**src/rtl/tc_pl_chips_pkg.sv**
```systemverilog
// Shared definitions for the Tc_PL_chips_* blocks: default widths and ADC averager states.
// Pure declarations; no logic, latency or flow control of its own.
package tc_pl_chips_pkg;

    localparam int ADC0_0_DEF = 14;
    localparam int AVG0_0_DEF = 8;
    localparam int AVG0_1_DEF = 4;

    typedef enum logic [1:0] {
        ST_IDLE   = 2'd0,
        ST_SETTLE = 2'd1,
        ST_ACC    = 2'd2,
        ST_DONE   = 2'd3
    } adc_st_e;

    function automatic logic [3:0] clamp_log2(input logic [3:0] req, input logic [3:0] lim);
        return (req > lim) ? lim : req;
    endfunction

endpackage

```
**src/rtl/tc_pl_chips_adc_trk.sv**
```systemverilog
// Window max/min/overrange trackers; *_nxt outputs are combinational views including the current sample.
// Registered state updates every cycle; no backpressure (sample valid every cycle).
module tc_pl_chips_adc_trk #(
    parameter int W = 14
) (
    input  logic         clk125,
    input  logic         rst,
    input  logic         clr,
    input  logic         en,
    input  logic [W-1:0] smp,
    input  logic         smp_of,
    output logic [W-1:0] max_nxt,
    output logic [W-1:0] min_nxt,
    output logic         of_nxt
);
    logic [W-1:0] max_q, max_d, min_q, min_d;
    logic         of_q, of_d;
    logic [W-1:0] max_base, min_base;
    logic         of_base;

    // clr and en together restart the window with the current sample already counted
    always_comb begin
        max_base = clr ? '0 : max_q;
        min_base = clr ? '1 : min_q;
        of_base  = clr ? 1'b0 : of_q;
        max_d    = (en && (smp > max_base)) ? smp : max_base;
        min_d    = (en && (smp < min_base)) ? smp : min_base;
        of_d     = of_base | (en & smp_of);
    end

    always_ff @(posedge clk125) begin
        if (rst) begin
            max_q <= '0;
            min_q <= '1;
            of_q  <= 1'b0;
        end else begin
            max_q <= max_d;
            min_q <= min_d;
            of_q  <= of_d;
        end
    end

    assign max_nxt = max_d;
    assign min_nxt = min_d;
    assign of_nxt  = of_d;

endmodule

```
**src/rtl/tc_pl_chips_adc.sv**
```systemverilog
// ADC window averager: settle, accumulate 2^n registered samples, strobe mean/max/min/overrange.
// Result 1 cycle after the last window sample; no backpressure, results hold until the next strobe.
module tc_pl_chips_adc
    import tc_pl_chips_pkg::*;
#(
    parameter int ADC0_0 = ADC0_0_DEF,
    parameter int AVG0_0 = AVG0_0_DEF,
    parameter int AVG0_1 = AVG0_1_DEF
) (
    input  logic              clk125,
    input  logic              rst,
    input  logic [ADC0_0-1:0] Gc_adc_data,
    input  logic              Gc_adc_of,
    input  logic [3:0]        avg_log2,
    input  logic              avg_cont,
    input  logic              avg_start,
    output logic              avg_busy,
    output logic              avg_done,
    output logic [ADC0_0-1:0] avg_data,
    output logic              avg_of,
    output logic [ADC0_0-1:0] avg_max,
    output logic [ADC0_0-1:0] avg_min
);
    localparam int AW = ADC0_0 + AVG0_0;
    localparam int CW = ((AVG0_0 + 1) > $clog2(AVG0_1 + 1)) ? (AVG0_0 + 1) : $clog2(AVG0_1 + 1);
    localparam logic [3:0]    N_MAX    = 4'(AVG0_0);
    localparam logic [CW-1:0] SET_LAST = CW'(AVG0_1 - 1);

    adc_st_e           state_q, state_d;
    logic [3:0]        n_q, n_d;
    logic [CW-1:0]     cnt_q, cnt_d;
    logic [AW-1:0]     acc_q, acc_d;
    logic [ADC0_0-1:0] smp_q, smp_d;
    logic              smp_of_q, smp_of_d;
    logic              busy_q, busy_d;
    logic              done_q, done_d;
    logic [ADC0_0-1:0] data_q, data_d;
    logic              of_q, of_d;
    logic [ADC0_0-1:0] max_q, max_d;
    logic [ADC0_0-1:0] min_q, min_d;

    logic              acc_clr, acc_en, take;
    logic [CW-1:0]     win_last;
    logic [ADC0_0-1:0] trk_max, trk_min;
    logic              trk_of;

    tc_pl_chips_adc_trk #(.W(ADC0_0)) u_trk (
        .clk125  (clk125),
        .rst     (rst),
        .clr     (acc_clr),
        .en      (acc_en),
        .smp     (smp_q),
        .smp_of  (smp_of_q),
        .max_nxt (trk_max),
        .min_nxt (trk_min),
        .of_nxt  (trk_of)
    );

    assign win_last = (CW'(1) << n_q) - CW'(1);

    always_comb begin
        smp_d    = Gc_adc_data;
        smp_of_d = Gc_adc_of;
        state_d  = state_q;
        n_d      = n_q;
        cnt_d    = cnt_q;
        data_d   = data_q;
        of_d     = of_q;
        max_d    = max_q;
        min_d    = min_q;
        acc_clr  = 1'b0;
        acc_en   = 1'b0;
        take     = 1'b0;

        case (state_q)
            ST_IDLE: begin
                acc_clr = 1'b1;
                if (avg_start) begin
                    n_d     = clamp_log2(avg_log2, N_MAX);
                    cnt_d   = '0;
                    state_d = (AVG0_1 == 0) ? ST_ACC : ST_SETTLE;
                end
            end
            ST_SETTLE: begin
                acc_clr = 1'b1;
                if (cnt_q == SET_LAST) begin
                    cnt_d   = '0;
                    state_d = ST_ACC;
                end else begin
                    cnt_d = cnt_q + CW'(1);
                end
            end
            ST_ACC: begin
                acc_en = 1'b1;
                if (cnt_q == win_last) begin
                    cnt_d   = '0;
                    state_d = ST_DONE;
                    take    = 1'b1;
                end else begin
                    cnt_d = cnt_q + CW'(1);
                end
            end
            default: begin
                // Continuous mode counts the DONE cycle as the first sample of the next window,
                // so strobes repeat every 2^n cycles.
                acc_clr = 1'b1;
                if (avg_cont) begin
                    acc_en = 1'b1;
                    if (win_last == '0) begin
                        take = 1'b1;
                    end else begin
                        cnt_d   = CW'(1);
                        state_d = ST_ACC;
                    end
                end else begin
                    state_d = ST_IDLE;
                end
            end
        endcase

        acc_d = (acc_clr ? '0 : acc_q) + (acc_en ? AW'(smp_q) : '0);

        if (take) begin
            data_d = ADC0_0'(acc_d >> n_q);
            of_d   = trk_of;
            max_d  = trk_max;
            min_d  = trk_min;
        end

        busy_d = (state_d == ST_SETTLE) || (state_d == ST_ACC);
        done_d = (state_d == ST_DONE);
    end

    always_ff @(posedge clk125) begin
        if (rst) begin
            state_q  <= ST_IDLE;
            n_q      <= '0;
            cnt_q    <= '0;
            acc_q    <= '0;
            smp_q    <= '0;
            smp_of_q <= 1'b0;
            busy_q   <= 1'b0;
            done_q   <= 1'b0;
            data_q   <= '0;
            of_q     <= 1'b0;
            max_q    <= '0;
            min_q    <= '0;
        end else begin
            state_q  <= state_d;
            n_q      <= n_d;
            cnt_q    <= cnt_d;
            acc_q    <= acc_d;
            smp_q    <= smp_d;
            smp_of_q <= smp_of_d;
            busy_q   <= busy_d;
            done_q   <= done_d;
            data_q   <= data_d;
            of_q     <= of_d;
            max_q    <= max_d;
            min_q    <= min_d;
        end
    end

    assign avg_busy = busy_q;
    assign avg_done = done_q;
    assign avg_data = data_q;
    assign avg_of   = of_q;
    assign avg_max  = max_q;
    assign avg_min  = min_q;

endmodule

```
**config.mk**
```make
export PLATFORM = sky130hd
export DESIGN_NAME = tc_pl_chips_adc
export DESIGN_NICKNAME = d
export VERILOG_FILES = /design/src/rtl/tc_pl_chips_pkg.sv /design/src/rtl/tc_pl_chips_adc_trk.sv /design/src/rtl/tc_pl_chips_adc.sv
export SDC_FILE = /design/constraint.sdc
export NUM_CORES = 1
export LEC_CHECK = 0
export ABC_AREA = 0
export CAP_MARGIN = 20
export CORE_ASPECT_RATIO = 0.8
export CORE_MARGIN = 10
export CORE_UTILIZATION = 59
export CTS_CLUSTER_DIAMETER = 120
export DETAILED_ROUTE_END_ITERATION = 8
export PLACE_DENSITY = 0.85
export SLEW_MARGIN = 20
export SYNTH_ARGS = -nofsm -noshare
export SYNTH_HDL_FRONTEND = slang
export SYNTH_SLANG_ARGS = --single-unit
export TNS_END_PERCENT = 5
```
**constraint.sdc**
```tcl
create_clock -name clk125 -period 5.6 [get_ports clk125]
set_input_delay 0.56 -clock clk125 [delete_from_list [all_inputs] [get_ports clk125]]
set_output_delay 0.56 -clock clk125 [all_outputs]
set_load 0.02 [all_outputs]
```
==> results of run 1 <==
critical path, delay by kind of cell, from the launching register on:
| family | cells | cell delay (ps) |
|---|---|---|
| AO/OA/AOI/OAI | 7 | 1300 |
| XOR/XNOR | 1 | 330 |
| adder cells (fa/ha/maj) | 3 | 1000 |
| buffers and inverters | 3 | 470 |
| flip-flops | 1 | 440 |
| multiplexers | 2 | 750 |
| AND/OR/NAND/NOR | 2 | 130 |
report_power, final:
part	switching, mW	leakage [nW]	internal [mW]
Combinational	0.0989	2.29	0.0669
Clock	0.443	0.307	0.790
Sequential	0.0166	1.02	0.906
flip-flops by register name, indices dropped and copies added (netlist names):
register     flops
n_q              4
avg_data        14
acc_q           22
avg_busy         1
u_trk.min_q     14
cnt_q            9
smp_of_q         1
avg_max         14
avg_min         14
smp_q           14
avg_of           1
u_trk.of_q       1
avg_done         1
state_q          2
u_trk.max_q     14
worst min-delay path by stage:
stage | to | slack (ps) | cells after the start
3_3_place_gp | avg_data[3] | 440 | 2
5_1_grt | avg_min[5] | 500 | 2
2_1_floorplan | u_trk.of_q | 450 | 2
4_1_cts | avg_data[3] | 460 | 2
6_report | avg_data[3] | 460 | 2
3_5_place_dp | avg_data[3] | 450 | 2
cell usage in the layout, fill, tap and decap left out, drive strengths merged, types with 6 or more instances in the layout:
cell	n
nor2	149
dfxtp	126
o21ai	79
clkdlybuf4s50	66
nand2	54
ha	51
a21oi	46
and2	35
nor3	32
inv	30
and3	27
a211oi	27
nor2b	26
nand3	21
xor2	19
clkbuf	18
nor4	17
mux2	17
buf	15
xnor2	14
mux2i	11
mux4	10
a31oi	9
o211ai	9
o21a	8
a21o	8
o31ai	8
nand4	7
nand2b	6
cells by family after synthesis:
logic type | Yosys count | share of synthesized area, %
AND/OR/NAND/NOR | 391 | 23.99
multiplexers | 38 | 6.610
buffers and inverters | 96 | 5.197
adder cells (fa/ha/maj) | 52 | 8.259
XOR/XNOR | 33 | 3.721
AO/OA/AOI/OAI | 238 | 20.57
flip-flops | 126 | 31.65
area by class of cell:
class	count	area, µm²
clock buffers	18	429.2
clock inverters	14	214.0
fillers	963	3746
inverters	29	108.9
multi-input cells	752	5032
flip-flops and latches	126	2522
well taps	175	219.0
repair buffers	81	783.3
Yosys cell counts, types with 4 or more instances:
cell	instances	area (µm²)
a211oi_1	22	165.2
a211oi_2	4	50.05
a21o_1	8	60.06
a21oi_1	45	225.2
a31oi_1	9	56.30
and2_1	31	193.9
and3_1	27	168.9
buf_1	5	18.77
buf_2	16	80.08
clkbuf_1	40	150.1
dfxtp_1	126	2522
ha_1	51	638.1
inv_1	28	105.1
mux2_2	17	191.4
mux2i_1	11	110.1
mux4_2	10	225.2
nand2_1	54	202.7
nand2b_1	6	37.54
nand3_1	21	105.1
nand4_1	7	43.79
nor2_1	148	555.5
nor2b_1	26	162.7
nor3_1	31	155.2
nor4_1	17	106.4
o211ai_1	8	60.06
o21a_1	8	60.06
o21ai_0	63	315.3
o21ai_1	14	70.07
o31ai_1	7	52.55
or4_1	4	30.03
xnor2_1	14	122.6
xor2_1	18	157.7
per-layer routing:
layer  GRT usage, %  up-vias
li1               -     3552
met1          33.92     3556
met2          37.76      427
met3          6.814       56
met4          6.848        0
met5              0        -
==> flow_summary.ini, run 1 <==
[finish]
final_util_pct = 71.31
area_growth_pct = 16.82
fin_cells = 1195
fin_nets = 1082
stdcell_area_um2 = 9309
final_layout_size_suffix_gt1_share_pct = 9.608
diodes = 0

[min_path]
min_path_type = flop to flop
min_from = avg_data[3]

[place]
gp_congestion = 1.032
place_ws_ps = 1045
placed_cells = 1163
place_area_um2 = 8666
port_buffers = 67
place_hpwl_um = 15600

[drt]
wl_per_cell_um = 18.99
wl_met2_um = 9895
drt_iter0_drc = 955
wirelength_um = 22700
drt-met1-wl_um = 9922
wl_met3_um = 2499
vias_per_cell = 6.352
drc = 0
vias = 7591
firstDrtPassIters = 7
ant_nets = 0
maxUsedRoutingLayer = met4

[cts]
h-tree-depth = 4
cts_setup_buffers = 0
numCtsBuffers = 17
clk_latency_ps = 430
cts.path.max_buffers = 2
cts-resized-gates = 0
cts.clk_slew.worst_paths_ps = 60
root_buffer = clkbuf_16
cts_tree = yes
cts_sinks = 126
ctsHoldBuffers = 0

[timing]
hold_ws_ps = 460.6
finalSetupViolations = 0
hold_viol = 0
setup_tns_ps = 0
worst_slew_pin_slew_ps = 1090
fin_crit_sh_pct = 82.17
fin_ws_ps = 998.7
fmax_mhz = 217.3
rsz0062_at_grt = no
skew_ps = 9.515
period_minus_slack_ps = 4601
relSlewSlack_pct = 27.28
drv_slew = 0

[die]
die_w_um = 149.9
io_pins = 68
num_rows = 37
dieArea_um2 = 18580
dieHeight_um = 124.0
core-area_um2 = 13060
initial_core_util_pct = 61.04

[outcome]
status = complete, no violations

[worst_setup_path]
crit_slowest_cell = mux4_2
crit_end = avg_data[6]
rr_worst_depth = 18
r2r_setup_slack_ps = 1000
start_kind = flop
path_cells = inv_1, ha_1, inv_1, nor2_1, a21oi_1, buf_4, nor2_1, ha_1, fa_1, a211oi_2, o211ai_1, a31oi_1, o21ai_1, xor2_1, mux2i_1, mux4_2, a21oi_1, a41oi_1
cp_slowest_stage_delay_ps = 510
crit_path_start = state_q[0]
worstPathRequired_ps = 5870
reg2reg_to = avg_data[6]
worstPathArrival_ps = 4870
rr_startpoint = state_q[0]
worstSetupPathType = flop to flop
path_max_fanout = 17
endpoint_kind = flop

[yosys]
synth_nets = 1049
syn_inst = 974
yosysUniqueCellTypes = 85
ys_ff_latch = 126
synth_flop_cell = dfxtp_1
ys_seq_area_share_pct = 31.65
synthArstFlopShare_pct = 0
synth-edff-count = 0
synth.avg_cell_area_um2 = 8.182
yosysWarningCount = 0
syn_area_um2 = 7969

[power_and_ir_drop]
leakagePower_nw = 3.619
ir_drop_mv = 0.2294
finalPower_mw = 2.322
powerDensity_nw_per_um2 = 249.4

[global_route]
grt_max_degree = 90
grt_pass1_wl_um = 37280
grt_usage_pct = 24.79
grt.overflow.total = 0
antenna_found_initial = 0
first_global_vias = 7154

[flow_run]
drv_cap = 0
No activity file was read; power rests on OpenSTA's default activity.
==> run 2: changes to the inputs <==
==> constraint.sdc (replaced) <==
create_clock -name clk125 -period 4.4 [get_ports clk125]
set_input_delay 0.44 -clock clk125 [delete_from_list [all_inputs] [get_ports clk125]]
set_output_delay 0.44 -clock clk125 [all_outputs]
set_load 0.02 [all_outputs]
==> flow_summary.ini, run 2 (synthesized netlist as in run 1, its figures left out) <==
[outcome]
status = complete, no violations

[worst_setup_path]
rr_startpoint = state_q[0]
crit_end = avg_data[10]
worstSetupPathType = flop to flop
r2r_setup_slack_ps = 60
endpoint_kind = flop
worstPathRequired_ps = 4680
worstPathArrival_ps = 4630
rr_worst_depth = 16
path_max_fanout = 7
crit_top_cell = inv_1
reg2reg_to = avg_data[10]
crit_path_start = state_q[0]
start_kind = flop
crit_slowest_cell = mux4_2
path_cells = inv_1, ha_1, inv_1, nor2_1, a21oi_2, nor2_1, ha_1, fa_2, a211oi_4, o211ai_1, a31oi_2, xor2_2, inv_1, mux4_2, a222oi_1, a31oi_1
cp_slowest_stage_delay_ps = 500

[place]
gp_congestion = 0.9516
place_area_um2 = 8767
place_hpwl_um = 15630
port_buffers = 67

[drt]
wl_per_cell_um = 18.89
ant_nets = 0
vias = 7599
firstDrtPassIters = 7
drc = 0
wirelength_um = 22890
vias_per_cell = 6.270
drt_iter0_drc = 888

[timing]
fmax_mhz = 230.2
relSlewSlack_pct = 34.12
finalSetupViolations = 0
hold_viol = 0
fin_crit_sh_pct = 98.72
drv_slew = 0
period_minus_slack_ps = 4344
worst_slew_pin_slew_ps = 988.2
setup_tns_ps = 0
skew_ps = 7.061

[global_route]
grt_max_degree = 90
grt.overflow.total = 0
grt_pass1_wl_um = 36970
first_global_vias = 7070
grt_usage_pct = 24.55
antenna_found_initial = 0

[finish]
diodes = 0
fin_nets = 1099
area_growth_pct = 19.23
final_util_pct = 72.78
stdcell_area_um2 = 9502
most-common-layout-cells = nor2_1, dfxtp_1, clkdlybuf4s50_1
largest_register_ffs = 22
final_layout_size_suffix_gt1_share_pct = 12.92
final_common_cell = nor2_1
regMostFlops = acc_q

[die]
core-area_um2 = 13060
initial_core_util_pct = 61.04
num_rows = 37
io_pins = 68
dieArea_um2 = 18580
die_w_um = 149.9
dieHeight_um = 124.0

[power_and_ir_drop]
ir_drop_mv = 0.2797
powerDensity_nw_per_um2 = 301.7
leakagePower_nw = 3.689

[cts]
cts.clk_slew.worst_paths_ps = 60
cts_tree = yes
clk_latency_ps = 420
cts_sinks = 126
root_buffer = clkbuf_16
h-tree-depth = 4
numCtsBuffers = 17
cts.path.max_buffers = 2

[min_path]
min_path_type = flop to flop

[flow_run]
drv_cap = 0
## run 2: cell type report
cell class	instances	area [µm²]
clock inverter	13	162.7
timing repair buffer	98	918.4
inverter	29	108.9
fill	944	3553
clock buffer	19	452.9
multi-input combinational	752	5116
tap	175	219.0
sequential	126	2524
## run 2: timing repair
action                     CTS  global route
buffers inserted             0             4
setup endpoints to repair    2            14
hold endpoints to repair     0             0
pin swaps                    0             6
hold buffers                 0             0
resized for setup            1            20
gates cloned                 0             0
## run 2: worst min-delay path by stage
stage	startpoint	end	depth (start not counted)
2_1_floorplan	u_trk.of_q	u_trk.of_q	2
3_3_place_gp	avg_data[3]	avg_data[3]	2
3_5_place_dp	avg_data[3]	avg_data[3]	2
4_1_cts	avg_data[3]	avg_data[3]	2
5_1_grt	avg_data[3]	avg_data[3]	2
6_report	avg_data[3]	avg_data[3]	2
## run 2: critical path, delay by kind of cell, from the launching register on
family | cells | cell delay (ps)
xor gates and xnor gates | 1 | 280
adders and majority gates | 3 | 950
DFF | 1 | 390
AOI/OAI and AO/OA | 6 | 1690
and+or+nand+nor | 2 | 160
buffers and inverters | 3 | 250
muxes | 1 | 500
## run 2: stage by stage
step	setup WS (ps)	instances	total power, mW	hold WS (ps)
6_report	56.29	1212	2.866	454.3
5_1_grt	-70.77	1212	2.943	482.7
4_1_cts	15.62	1208	2.860	457.6
3_5_place_dp	55.51	1176	1.404	450.0
3_3_place_gp	69.07	1176	1.398	443.6
2_1_floorplan	129.3	974	1.336	451.6
## run 2: per-layer routing
layer | track usage, % | vias up | share of wire [%]
met5 | 0 | - | 0
met4 | 7.091 | 0 | 1.8
met3 | 5.980 | 56 | 11
met2 | 38.29 | 436 | 44
met1 | 33.23 | 3524 | 44
li1 | - | 3583 | -
## run 2: power by group
group | switching (mW) | total, mW | internal (mW)
Combinational | 0.128 | 0.214 | 0.0860
Clock | 0.554 | 1.48 | 0.923
Sequential | 0.0219 | 1.18 | 1.15
==> run 3: changes to the inputs <==
--- a/config.mk
+++ b/config.mk
@@ -5,7 +5,7 @@
 export SDC_FILE = /design/constraint.sdc
 export NUM_CORES = 1
 export LEC_CHECK = 0
-export ABC_AREA = 0
+export ABC_AREA = 1
 export CAP_MARGIN = 20
 export CORE_ASPECT_RATIO = 0.8
 export CORE_MARGIN = 10
==> flow_summary.ini, run 3 <==
[worst_setup_path]
endpoint_kind = flop
worstPathRequired_ps = 4720
reg2reg_to = avg_data[9]
start_kind = flop
crit_path_start = state_q[0]
path_max_fanout = 12
worstPathArrival_ps = 3940
r2r_setup_slack_ps = 780
rr_worst_depth = 21
crit_end = avg_data[9]
rr_startpoint = state_q[0]
worstSetupPathType = flop to flop

[finish]
largest_register_ffs = 22
fin_nets = 1377
area_growth_pct = 17.12
diodes = 0
regMostFlops = acc_q
fin_cells = 1490
fillCellCount = 1113
seqCellArea_um2 = 2522
final_layout_size_suffix_gt1_share_pct = 4.943
multi_input_area_um2 = 4693
final_common_cell = nand2_1
final_util_pct = 71.65
most-common-layout-cells = nand2_1, nor2_1, nand3_1

[power_and_ir_drop]
ir_drop_mv = 0.3816
pwr-share-seq_pct = 39.1
switchingPower_uw = 825.8
clockPowerShare_pct = 48.6
p_int_mw = 2.215
powerDensity_nw_per_um2 = 325.1
finalPower_mw = 3.041
leakagePower_nw = 4.431
combPwrFrac_pct = 12.4
swShare_pct = 27.16

[die]
num_rows = 37
dieHeight_um = 124.1
core-area_um2 = 13060
initial_core_util_pct = 61.18
die_w_um = 150.1
dieArea_um2 = 18620
io_pins = 68

[outcome]
status = complete, no violations

[drt]
wl_per_cell_um = 15.84
drt_iter0_drc = 1125
firstDrtPassIters = 6
wirelength_um = 23610
ant_nets = 0
drc = 0
vias_per_cell = 5.677
vias = 8459

[yosys]
syn_inst = 1253
synth_flop_cell = dfxtp_1
synth_nets = 1328
synth_top_area_share_pct = 31.58
synth_area_leaders = dfxtp_1, nand2_1, nand3_1, ha_1, nor2_1
syn_area_um2 = 7986
synthTopCellsByCount = nand2_1, nor2_1, nand3_1
synth.avg_cell_area_um2 = 6.374
yosysUniqueCellTypes = 39
synth-edff-count = 0
ys_ff_latch = 126
yosysTopAreaCell = dfxtp_1
yosysWarningCount = 0
yosysMostFrequentCell = nand2_1
ys_seq_area_share_pct = 31.58
synthArstFlopShare_pct = 0

[timing]
setup_tns_ps = 0
finalSetupViolations = 0
relSlewSlack_pct = 45.72
fmax_mhz = 276.1
fin_crit_sh_pct = 82.30
drv_slew = 0
rsz0062_at_grt = no
hold_viol = 0
worst_slew_pin_slew_ps = 814.2
period_minus_slack_ps = 3621
skew_ps = 7.070

[cts]
clk_latency_ps = 430
cts_tree = yes
cts.path.max_buffers = 2
root_buffer = clkbuf_16
numCtsBuffers = 17
cts-resized-gates = 0
cts.clk_slew.worst_paths_ps = 60
ctsHoldBuffers = 0
h-tree-depth = 4
cts_sinks = 126
cts_setup_buffers = 0

[flow_run]
drv_cap = 0

[min_path]
min_path_type = input port to flop

[place]
place_hpwl_um = 16900
gp_congestion = 0.9725
placed_cells = 1458
port_buffers = 67

[global_route]
first_global_vias = 7533
grt_max_degree = 68
grt_pass1_wl_um = 37630
grt.overflow.total = 0
antenna_found_initial = 0
grt_usage_pct = 25.21
run 3: per-stage QoR:
step / hold slack, ps / setup WS (ps) / cell area, µm²
2_1_floorplan: 458.4 / 916.7 / 7986
3_5_place_dp: 487.1 / 723.7 / 8738
6_report: 466.1 / 778.7 / 9354
4_1_cts: 439.8 / 843.5 / 9354
3_3_place_gp: 470.7 / 799.2 / 8738
5_1_grt: 465.3 / 435.1 / 9354
run 3: area by class of cell:
cell class,instances,area share (%)
multi-input cells,933,50.17
inverters,144,5.778
flip-flops and latches,126,26.97
repair buffers,80,8.159
clock buffers,20,4.882
clock inverters,12,1.699
well taps,175,2.341
run 3: routing by layer:
metal / track usage, % / wire length (µm)
met4: 6.545 / 311
met3: 5.727 / 2405
met5: 0 / 0
met2: 37.79 / 10160
met1: 35.75 / 10730
run 3: power groups by stage:
stage          clock [mW]  combinational [mW]  sequential, mW
2_1_floorplan           0               0.269            1.20
4_1_cts              1.48               0.372            1.19
3_5_place_dp            0               0.369            1.21
3_3_place_gp            0               0.366            1.21
5_1_grt              1.53               0.423            1.19
6_report             1.48               0.376            1.19
run 3: worst max-delay path, cell delays in order, from the launching register on:
cell and delay (ps):
dfxtp_1 410, inv_1 140, ha_1 240, inv_2 60, nor2_1 60, a21oi_2 250, buf_4 250, nor2_1 70
ha_1 380, nand2_1 120, nor2_1 300, nand2_1 130, nor2_1 120, nand2_1 130, nand3_1 140, nand2_1 100
nand2_1 150, nor3_1 80, a21oi_1 170, nand2_1 80, nor2_1 100, nor2_1 50
run 3: worst min path at each step:
stage | start | endpoint | slack (ps) | cells past startpoint
finish | rst | avg_data[11] | 470 | 4
global route | rst | avg_data[11] | 470 | 4
CTS | rst | avg_data[11] | 440 | 4
detailed placement | cnt_q[8] | cnt_q[8] | 490 | 2
global placement | cnt_q[8] | cnt_q[8] | 470 | 2
floorplan | cnt_q[8] | cnt_q[8] | 460 | 2
run 3: cell families after synthesis:
family	count (synthesis)	share of synthesized area (%)
xor+xnor	20	2.193
buf+inv	194	9.651
simple gates	683	36.60
fa+ha+maj	52	8.241
flops	126	31.58
compound gates	178	11.73
